File: src/rtl/alu_fun_issuer.sv
// Round-robin issuer of ALU operation-class codes to a downstream decoder.
// Holds one code at a time until accepted or until the wait budget runs out.
module alu_fun_issuer #(
  parameter int TIMEOUT = 16
) (
  input  logic       CLK,
  input  logic       RST,
  input  logic       Arith_Req,
  input  logic       Logic_Req,
  input  logic       CMP_Req,
  input  logic       Shift_Req,
  input  logic       ALU_Ready,
  output logic [1:0] ALU_FUN,
  output logic       ALU_FUN_Valid,
  output logic       Arith_Grant,
  output logic       Logic_Grant,
  output logic       CMP_Grant,
  output logic       Shift_Grant,
  output logic       Busy,
  output logic       Timeout_Err,
  output logic [7:0] Issue_Count,
  output logic       dbg_state_o
);

  // Handshake: a transfer happens on a rising edge where ALU_FUN_Valid and
  // ALU_Ready are both high; once raised, Valid and ALU_FUN stay stable until
  // that transfer or a timeout abort.

  typedef enum logic {IDLE = 1'b0, ISSUE = 1'b1} state_t;

  localparam logic [7:0] WAIT_LAST = 8'(TIMEOUT - 1);

  state_t     state_q;
  logic [1:0] ptr_q;
  logic [1:0] fun_q;
  logic       valid_q;
  logic [3:0] grant_q;
  logic       err_q;
  logic [7:0] cnt_q;
  logic [7:0] wait_q;

  logic [3:0] req;
  logic [1:0] fun_d;
  logic [1:0] rr_idx;
  logic       found;

  assign req = {Shift_Req, CMP_Req, Logic_Req, Arith_Req};

  // First requester at or after the priority pointer, wrapping around.
  always_comb begin
    fun_d  = ptr_q;
    rr_idx = ptr_q;
    found  = 1'b0;
    for (int i = 0; i < 4; i++) begin
      rr_idx = ptr_q + 2'(i);
      if (!found && req[rr_idx]) begin
        fun_d = rr_idx;
        found = 1'b1;
      end
    end
  end

  always_ff @(posedge CLK) begin
    if (RST) begin
      state_q <= IDLE;
      ptr_q   <= 2'd0;
      fun_q   <= 2'd0;
      valid_q <= 1'b0;
      grant_q <= 4'd0;
      err_q   <= 1'b0;
      cnt_q   <= 8'd0;
      wait_q  <= 8'd0;
    end else begin
      grant_q <= 4'd0;
      case (state_q)
        IDLE: begin
          if (|req) begin
            fun_q   <= fun_d;
            valid_q <= 1'b1;
            wait_q  <= 8'd0;
            state_q <= ISSUE;
          end
        end
        ISSUE: begin
          if (ALU_Ready) begin
            state_q        <= IDLE;
            valid_q        <= 1'b0;
            grant_q[fun_q] <= 1'b1;
            cnt_q          <= cnt_q + 8'd1;
            ptr_q          <= fun_q + 2'd1;
          end else if (wait_q == WAIT_LAST) begin
            state_q <= IDLE;
            valid_q <= 1'b0;
            err_q   <= 1'b1;
            ptr_q   <= fun_q + 2'd1;
          end else begin
            wait_q <= wait_q + 8'd1;
          end
        end
        default: state_q <= IDLE;
      endcase
    end
  end

  assign ALU_FUN       = fun_q;
  assign ALU_FUN_Valid = valid_q;
  assign Arith_Grant   = grant_q[0];
  assign Logic_Grant   = grant_q[1];
  assign CMP_Grant     = grant_q[2];
  assign Shift_Grant   = grant_q[3];
  assign Busy          = (state_q == ISSUE);
  assign Timeout_Err   = err_q;
  assign Issue_Count   = cnt_q;
  assign dbg_state_o   = state_q;

endmodule

File: config.mk
export PLATFORM = sky130hd
export DESIGN_NAME = alu_fun_issuer
export DESIGN_NICKNAME = d
export VERILOG_FILES = /design/src/rtl/alu_fun_issuer.sv
export SDC_FILE = /design/constraint.sdc
export NUM_CORES = 1
export LEC_CHECK = 0
export ABC_CLOCK_PERIOD_IN_PS = 4100
export BUFFER_PORTS_ARGS = -buffer_cell sky130_fd_sc_hd__buf_2
export CELL_PAD_IN_SITES_DETAIL_PLACEMENT = 1
export CELL_PAD_IN_SITES_GLOBAL_PLACEMENT = 1
export CORE_UTILIZATION = 43
export DETAILED_ROUTE_END_ITERATION = 12
export PLACE_DENSITY = 0.79
export SYNTH_ARGS = -nofsm -noshare
export SYNTH_HDL_FRONTEND = slang
export SYNTH_SLANG_ARGS = --single-unit
File: constraint.sdc
create_clock -name CLK -period 4.1 [get_ports CLK]
set_clock_uncertainty 0.2 [all_clocks]
set_input_delay 0.615 -clock CLK [delete_from_list [all_inputs] [get_ports CLK]]
set_output_delay 0.615 -clock CLK [all_outputs]
set_load 0.01 [all_outputs]
==> results of run 1 <==
flip-flops by register name (all words and copies together), names as in the netlist:
register       flops
Timeout_Err        1
Issue_Count        8
grant_q            4
wait_q             8
ALU_FUN            2
ptr_q              2
Busy               1
ALU_FUN_Valid      1
how the worst min path moves through the flow:
stage	cells past startpoint	end	from
final	2	wait_q[6]	wait_q[6]
after global routing	2	Timeout_Err	Timeout_Err
after CTS	2	wait_q[6]	wait_q[6]
after detailed placement	2	Timeout_Err	Timeout_Err
after global placement	2	Timeout_Err	Timeout_Err
after floorplan	2	wait_q[6]	wait_q[6]
synth_stat cells (2+ instances only):
cell / instances / share of area, %
a2111o_1: 5 / 4.3
a21oi_1: 12 / 4.5
and2_1: 4 / 1.9
and3_1: 3 / 1.4
buf_2: 2 / 0.76
buf_4: 3 / 1.7
dfxtp_1: 27 / 41
ha_1: 6 / 5.7
inv_1: 5 / 1.4
nand2_1: 13 / 3.7
nand3_1: 9 / 3.4
nand4_1: 2 / 0.95
nor2_1: 11 / 3.1
nor2b_1: 5 / 2.4
nor3_1: 2 / 0.76
o2111ai_1: 5 / 3.3
o211ai_1: 2 / 1.1
o21ai_0: 5 / 1.9
o21bai_1: 2 / 1.1
or2_2: 3 / 1.4
or3_1: 2 / 0.95
xnor2_1: 4 / 2.6
xor2_1: 2 / 1.3
placed cells by master, fill, tap and decap left out, types with 5 or more instances in the layout:
cell / synthesis / final
a21oi_1: 12 / 12
nand2_1: 13 / 13
nor2_1: 11 / 11
nand3_1: 9 / 9
a2111o_1: 5 / 5
inv_1: 5 / 5
nor2b_1: 5 / 5
o2111ai_1: 5 / 5
dfxtp_1: 27 / 27
o21ai_0: 5 / 5
ha_1: 6 / 6
buf_2: 2 / 24
where the power goes:
part	leakage (nW)	switching (mW)	internal [mW]
Combinational	0.375	0.0328	0.0196
Clock	0.0150	0.0756	0.0380
Sequential	0.219	0.00900	0.269
final cells by class:
cell class	count	area share, %
sequential	27	36.99
tap	31	2.654
multi-input combinational	110	49.06
timing repair buffer	24	8.219
clock buffer	4	1.798
inverter	5	1.284
routing by layer:
layer	share of wire (%)	routed length (µm)	global-route usage, %	vias up
met2	49	1418	32.72	18
met5	0	0	0	-
li1	-	-	-	582
met1	48	1389	24.19	549
met3	2.6	76	2.721	4
met4	1.1	31	5.923	0
through the flow:
step	hold WS [ns]	cells	utilization, %	total power [mW]
6_report	0.3104	201	51.66	0.4441
5_1_grt	0.3435	201	51.66	0.4663
4_1_cts	0.3105	201	51.66	0.4484
3_5_place_dp	0.2742	197	50.73	0.3362
3_3_place_gp	0.2516	197	50.73	0.3336
2_1_floorplan	0.2674	149	-	0.3207
tightest hold or removal path, delay by kind of cell, from the launching register on:
kind             cells  cell delay [ns]
DFF                  1             0.36
and+or+nand+nor      1             0.07
muxes                1             0.06
cell families (layout without fill, tap and decap cells):
family	Yosys count	after routing	synth area share, %
and+or+nand+nor	59	59	23.06
DFF	27	27	40.83
xor gates and xnor gates	6	6	3.970
buffers and inverters	12	33	5.009
adders and majority gates	6	6	5.671
AOI/OAI and AO/OA	38	38	20.70
muxes	1	1	0.7562
==> results by group, run 1 <==
Run status
  – Status: finished, violations left
  – Failing checks: DRC

Clock tree
  – Post-CTS Setup Bufs: 0
  – Clk root buf: clkbuf_4
  – Worst-skew pair later-pin latency: 0.32 ns
  – Maximum clock path buffer count: 2
  – Worst-path clk slew: 0.14 ns
  – # H-tree levels: 1
  – Post-CTS Resized: 0
  – # hold bufs at CTS: 0
  – CTS Sinks: 27
  – Clock buffer count from CTS: 3
  – CTS tree: yes

Drt
  – Via count: 1153
  – Final ANT Viol Nets: 0
  – Residual DRC: 4
  – Total Wirelength: 2916 µm
  – Detailed Routing Iterations Pass 1: 8
  – Drt first-iter violations: 42
  – Avg WL per Cell: 14.51 µm
  – Vias/cell: 5.736

Floorplan
  – Cell Rows: 19
  – Die Area: 3305 µm²
  – Chip height: 57.49 µm
  – Starting density of the core: 46.79%
  – Core area: 2829 µm²
  – Chip Width: 57.49 µm
  – I/O pin count: 25

STA
  – PnR worst setup slack: 2.056 ns
  – Setup TNS Final: 0 ns
  – Max Slew Vio Count: 0
  – Final Hold Fails: 0
  – Worst-Margin Slew: 0.6322 ns
  – RSZ-0062 raised after global routing: no
  – Slew HR: 57.41%
  – Final worst-path cycle share: 49.86%
  – Crit path time final: 2.044 ns
  – Final setup viols: 0
  – Max Fclk: 0.4892 GHz

Layout
  – P&R area growth vs syn: 10.40%
  – Layout cells sized above 1: 19.41%
  – Nets: 184
  – Final instance area: 1461 µm²
  – # diodes: 0
  – # fillers: 341
  – Multi-input gate area: 716.9 µm²
  – Register area: 540.5 µm²

GRT
  – Global route total overflow: 0
  – First-pass GRT wire length: 4981 µm
  – Vias in the first global route: 1147
  – Initial antenna violation count: 0
  – GRT Util Overall: 18.92%
  – Largest net degree at the start of global routing: 19

Placed design
  – Placed wire-length estimate: 2171 µm
  – Setup slack at placement: 1.845 ns
  – Buffers on Ports: 24
  – Gpl congestion: 0.7742
  – DP Area: 1435 µm²

Synthesis
  – Synth Area per Inst: 8.884 µm²
  – Synthesized flop and latch total: 27
  – Synth Instances: 149
  – Seq/Total Area, Yosys: 40.83%
  – Cell variety after synth: 38
  – YS warnings: 0
  – Post-synth net total: 162
  – Async S/R FF share, synth: 0%
  – Top_reg_cell synth: dfxtp_1
  – EDFF count, synth: 0
  – Synth Cell Area: 1324 µm²

Worst setup path
  – Ordered cell list for the critical path: ha_1 -> nand3_1 -> o21ai_2 -> a211oi_1 -> mux2i_1
  – Total stage count of the critical path: 5
  – Critical-path top delay cell: o21ai_2
  – Startpoint Class: register
  – Worst reg-to-reg path cell count: 5
  – Crit Path Class: reg2reg
  – Reg2reg end: wait_q[6]
  – Internal reg-to-reg setup slack: 2.06 ns
  – Worst path max stage delay: 0.56 ns
  – Top Family by Delay on Critical Path: compound AO/OA/AOI/OAI gates
  – CP Capture Type: register
  – Reg2reg start: wait_q[0]
  – Worst-path fanout max: 15
  – CP Capture Point: wait_q[6]
  – Worst path arrival time: 2.06 ns
  – Worst Setup SP: wait_q[0]
  – Worst EP required: 4.12 ns
  – Critical path buffers and inverters: 0

Job
  – Max-cap violations: 0

Pwr
  – Leak: 0.6091 nW
  – Maximum VDD drop: 0.0001347 V
  – Pwr dens: 303.9 nW/µm²

Hold path
  – Hold WC Path Type: reg2reg
No activity file was read; power rests on OpenSTA's default activity.
==> inputs of run 2 (changes only) <==
==> config.mk (replaced) <==
export PLATFORM = sky130hd
export DESIGN_NAME = alu_fun_issuer
export DESIGN_NICKNAME = d
export VERILOG_FILES = /design/src/rtl/alu_fun_issuer.sv
export SDC_FILE = /design/constraint.sdc
export NUM_CORES = 1
export LEC_CHECK = 0
export ABC_CLOCK_PERIOD_IN_PS = 1700
export BUFFER_PORTS_ARGS = -buffer_cell sky130_fd_sc_hd__buf_2
export CELL_PAD_IN_SITES_DETAIL_PLACEMENT = 1
export CELL_PAD_IN_SITES_GLOBAL_PLACEMENT = 1
export CORE_UTILIZATION = 36
export DETAILED_ROUTE_END_ITERATION = 12
export PLACE_DENSITY = 0.7
export SYNTH_ARGS = -nofsm -noshare
export SYNTH_HDL_FRONTEND = slang
export SYNTH_SLANG_ARGS = --single-unit
==> constraint.sdc (replaced) <==
create_clock -name CLK -period 1.7 [get_ports CLK]
set_clock_uncertainty 0.2 [all_clocks]
set_input_delay 0.255 -clock CLK [delete_from_list [all_inputs] [get_ports CLK]]
set_output_delay 0.255 -clock CLK [all_outputs]
set_load 0.01 [all_outputs]
==> results by group, run 2 (same netlist as run 1, synthesis figures left out) <==
Job
  – Max-cap violations: 0

Clock tree
  – CTS Sinks: 27
  – Worst-skew pair later-pin latency: 0.28 ns
  – # H-tree levels: 1
  – CTS tree: yes
  – Worst-path clk slew: 0.09 ns
  – # hold bufs at CTS: 0
  – Clk root buf: clkbuf_8
  – Maximum clock path buffer count: 2
  – Clock buffer count from CTS: 3

GRT
  – Vias in the first global route: 1394
  – Initial antenna violation count: 0
  – First-pass GRT wire length: 6285 µm
  – Global route total overflow: 0
  – GRT Util Overall: 19.88%
  – Largest net degree at the start of global routing: 18

STA
  – Final setup viols: 12
  – Final worst-path cycle share: 108.6%
  – PnR worst setup slack: -0.1464 ns
  – Max Fclk: 0.5416 GHz
  – RSZ-0062 raised after global routing: yes
  – Setup TNS Final: -1.129 ns
  – Crit path time final: 1.846 ns
  – Worst-Margin Slew: 0.7457 ns
  – Slew HR: 49.76%
  – Max Slew Vio Count: 0
  – Final Hold Fails: 0

Drt
  – Final ANT Viol Nets: 0
  – Residual DRC: 0
  – Vias/cell: 5.237
  – Drt first-iter violations: 47
  – Total Wirelength: 3554 µm
  – Avg WL per Cell: 14.75 µm
  – Detailed Routing Iterations Pass 1: 2
  – Via count: 1262

Layout
  – P&R area growth vs syn: 33.65%
  – # diodes: 0
  – Nets: 209
  – Final core occ: 51.40%
  – Most common cell after layout, fill and taps aside: dfxtp_1
  – Layout cells sized above 1: 35.38%
  – Most frequent cells in the layout: 25 x dfxtp_1, 24 x buf_2, 21 x buf_4

Worst setup path
  – Worst path arrival time: 1.86 ns
  – Crit Path Class: reg2reg
  – Worst-path fanout max: 5
  – Worst EP required: 1.72 ns
  – CP Capture Type: register
  – Startpoint Class: register

Placed design
  – Placed wire-length estimate: 2670 µm
  – Buffers on Ports: 24
  – Gpl congestion: 0.7476

Run status
  – Status: finished, violations left
  – Failing checks: setup timing

Floorplan
  – Chip height: 62.64 µm
  – Chip Width: 62.64 µm
  – Starting density of the core: 38.46%
  – Core area: 3442 µm²
  – Die Area: 3924 µm²
  – I/O pin count: 25
  – Cell Rows: 21

Pwr
  – Pwr dens: 697.4 nW/µm²
  – Leak: 0.7565 nW
  – Maximum VDD drop: 0.0003066 V

Hold path
  – Hold WC Path Type: in2reg
## run 2: cell count changes in the layout (fill, tap and decap cells not counted), moves of 2 or more
cell      before  now
buf_4          0   21
dfxtp_2        0    2
a21oi_1       12    8
buf_6          0    4
nand3_1        9    7
clkbuf_8       0    3
clkbuf_4       3    0
dfxtp_1       27   25
a21oi_2        0    4
nand3_2        0    2
## run 2: what timing repair did
action | in CTS | in global routing
endpoints found under the setup margin | 7 | 11
buffers inserted | 1 | 1
gates resized for setup | 6 | 12
pin swaps | 1 | 10
endpoints found under the hold margin | 0 | 0
## run 2: power breakdown
group	internal, mW	switching (mW)	total (mW)
sequential	0.648	0.0188	0.667
combinational	0.0869	0.103	0.190
clock	0.169	0.209	0.377
total	0.904	0.330	1.23
## run 2: metal layers
metal / global-route usage (%) / vias up / wire length, µm
met4: 8.721 / 0 / 57
met5: 0 / - / 0
met1: 21.91 / 613 / 1546
li1: - / 628 / -
met2: 37.64 / 16 / 1872
met3: 2.372 / 5 / 77
## run 2: cell type report
| type | count | area [µm²] |
|---|---|---|
| Clock buffer | 4 | 45.04 |
| Fill cell | 410 | 1673 |
| Inverter | 5 | 18.77 |
| Multi-Input combinational cell | 110 | 782.0 |
| Sequential cell | 27 | 543.0 |
| Tap cell | 46 | 57.56 |
| Timing Repair Buffer | 49 | 322.8 |
## run 2: stage by stage
step / setup WS, ns / power (mW) / hold WS (ns) / cells / area [µm²]
5_1_grt: -0.1849 / 1.296 / 0.2074 / 241 / 1769
2_1_floorplan: -0.03296 / 0.7750 / 0.2151 / 149 / 1330
3_5_place_dp: -0.1397 / 0.8511 / 0.2631 / 235 / 1633
6_report: -0.1464 / 1.234 / 0.1816 / 241 / 1769
4_1_cts: -0.1334 / 1.233 / 0.1827 / 240 / 1715
3_3_place_gp: -0.06123 / 0.8399 / 0.2539 / 235 / 1633
## run 2: worst paths after layout
check | cells past startpoint | endpoint | startpoint | slack, ns
worst min register to register | 2 | Timeout_Err | Timeout_Err | 0.27
worst min-delay path | 3 | wait_q[0] | RST | 0.18
worst max register to register | 4 | ptr_q[0] | wait_q[7] | -0.15
worst max-delay path | 4 | ptr_q[0] | wait_q[7] | -0.15
## run 2: critical path: stages (launching register included)
cell	delay (ns)
dfxtp_2	0.33
or4_4	0.56
o21ba_4	0.24
or3_4	0.33
a21oi_2	0.13
==> inputs of run 3 (changes only) <==
--- a/config.mk
+++ b/config.mk
@@ -12,6 +12,7 @@
 export CORE_UTILIZATION = 36
 export DETAILED_ROUTE_END_ITERATION = 12
 export PLACE_DENSITY = 0.7
+export SKIP_LAST_GASP = 1
 export SYNTH_ARGS = -nofsm -noshare
 export SYNTH_HDL_FRONTEND = slang
 export SYNTH_SLANG_ARGS = --single-unit
==> results by group, run 3 (same netlist as run 1, synthesis figures left out) <==
Worst setup path
  – Worst-path fanout max: 5
  – Worst path arrival time: 1.87 ns
  – Worst EP required: 1.71 ns
  – Worst path max stage delay: 0.56 ns
  – CP Capture Type: register
  – Critical-path top delay cell: or4_4
  – Crit Path Class: reg2reg
  – Startpoint Class: register
  – Ordered cell list for the critical path: or4_4 -> o21ba_4 -> or3_4 -> a21oi_2

GRT
  – First-pass GRT wire length: 6265 µm
  – Vias in the first global route: 1386
  – Initial antenna violation count: 0
  – Largest net degree at the start of global routing: 18
  – Global route total overflow: 0
  – GRT Util Overall: 20.12%

Layout
  – Nets: 208
  – # fillers: 411
  – P&R area growth vs syn: 32.14%
  – Layout cells sized above 1: 35.05%
  – # diodes: 0
  – Most frequent cells in the layout: 25 x dfxtp_1, 24 x buf_2, 21 x buf_4
  – Most common cell after layout, fill and taps aside: dfxtp_1

Placed design
  – Buffers on Ports: 24
  – Gpl congestion: 0.7476
  – Placed wire-length estimate: 2670 µm
  – Setup slack at placement: -0.1397 ns

STA
  – Max Slew Vio Count: 0
  – PnR worst setup slack: -0.1550 ns
  – Final setup viols: 11
  – Worst-Margin Slew: 0.7438 ns
  – Max Fclk: 0.5391 GHz
  – Final Hold Fails: 0
  – Crit path time final: 1.855 ns
  – Slew HR: 49.89%
  – RSZ-0062 raised after global routing: yes
  – Final worst-path cycle share: 109.1%

Floorplan
  – Cell Rows: 21
  – Starting density of the core: 38.46%
  – Chip Width: 62.64 µm
  – Core area: 3442 µm²
  – I/O pin count: 25
  – Chip height: 62.64 µm
  – Die Area: 3924 µm²

Drt
  – Drt first-iter violations: 52
  – Detailed Routing Iterations Pass 1: 2
  – Avg WL per Cell: 14.55 µm
  – Total Wirelength: 3493 µm
  – Via count: 1259
  – Residual DRC: 0
  – Final ANT Viol Nets: 0
  – Vias/cell: 5.246

Pwr
  – Leak: 0.7468 nW
  – Maximum VDD drop: 0.0002276 V
  – Overall Power: 1.223 mW
  – Pwr dens: 699.3 nW/µm²

Clock tree
  – CTS tree: yes
  – Clock buffer count from CTS: 3
  – Maximum clock path buffer count: 2
  – CTS Sinks: 27
  – Worst-path clk slew: 0.09 ns
  – # H-tree levels: 1
  – Clk root buf: clkbuf_8
  – Worst-skew pair later-pin latency: 0.28 ns

Hold path
  – Hold WC Path Type: in2reg

Job
  – Max-cap violations: 0

Run status
  – Failing checks: setup timing
  – Status: finished, violations left
## run 3: cell types whose count changed in the layout (fill, tap and decap cells not counted), sizes merged
cell / change
buf: -1
## run 3: power breakdown
group          switching [mW]  internal [mW]  leakage, nW  total [mW]
logic                  0.0996         0.0829        0.504       0.182
clock network           0.206          0.168       0.0228       0.374
registers              0.0181          0.648        0.220       0.666
total                   0.324          0.900        0.747        1.22
## run 3: worst max-delay path, delay by kind of cell (launching register included)
| kind | cells | cell delay [ns] |
|---|---|---|
| AO/OA/AOI/OAI | 2 | 0.37 |
| AND/OR/NAND/NOR | 2 | 0.90 |
| flip-flops | 1 | 0.33 |
## run 3: cell type report
cell class              count  area [µm²]  share of cell area [%]
multi-input cells         110       773.2                   44.21
flip-flops and latches     27       543.0                   31.04
inverters                   5       18.77                   1.073
repair buffers             48       311.5                   17.81
clock buffers               4       45.04                   2.575
well taps                  46       57.56                   3.290
## run 3: per-layer routing
layer	vias to the layer above	GRT usage, %	wire (µm)
met5	-	0	0
met2	15	38.59	1862
met4	0	8.430	46
met3	4	2.737	84
li1	626	-	-
met1	614	21.69	1501
## run 3: what timing repair did
action                     CTS  global route
setup endpoints to repair    7            11
gates cloned                 0             0
gates resized for setup      5            11
pin swaps                    1             9
buffers inserted             1             0
hold buffers                 0             0
## run 3: metrics by stage
step | area, µm² | utilization, % | setup TNS, ns | hold WS, ns | std cells
floorplan | 1330 | - | -0.08465 | 0.2151 | 149
global placement | 1633 | 47.44 | -0.3028 | 0.2539 | 235
detailed placement | 1633 | 47.44 | -0.7860 | 0.2631 | 235
CTS | 1710 | 49.69 | -1.066 | 0.1842 | 240
global route | 1749 | 50.82 | -1.734 | 0.2107 | 240
finish | 1749 | 50.82 | -1.222 | 0.1849 | 240
## run 3: final timing paths
| check | from | end | slack [ns] | cells past startpoint |
|---|---|---|---|---|
| worst max-delay path | wait_q[7] | ptr_q[0] | -0.15 | 4 |
| worst min register to register | Timeout_Err | Timeout_Err | 0.28 | 2 |
| worst max register to register | wait_q[7] | ptr_q[0] | -0.15 | 4 |
| worst min-delay path | RST | wait_q[0] | 0.18 | 3 |
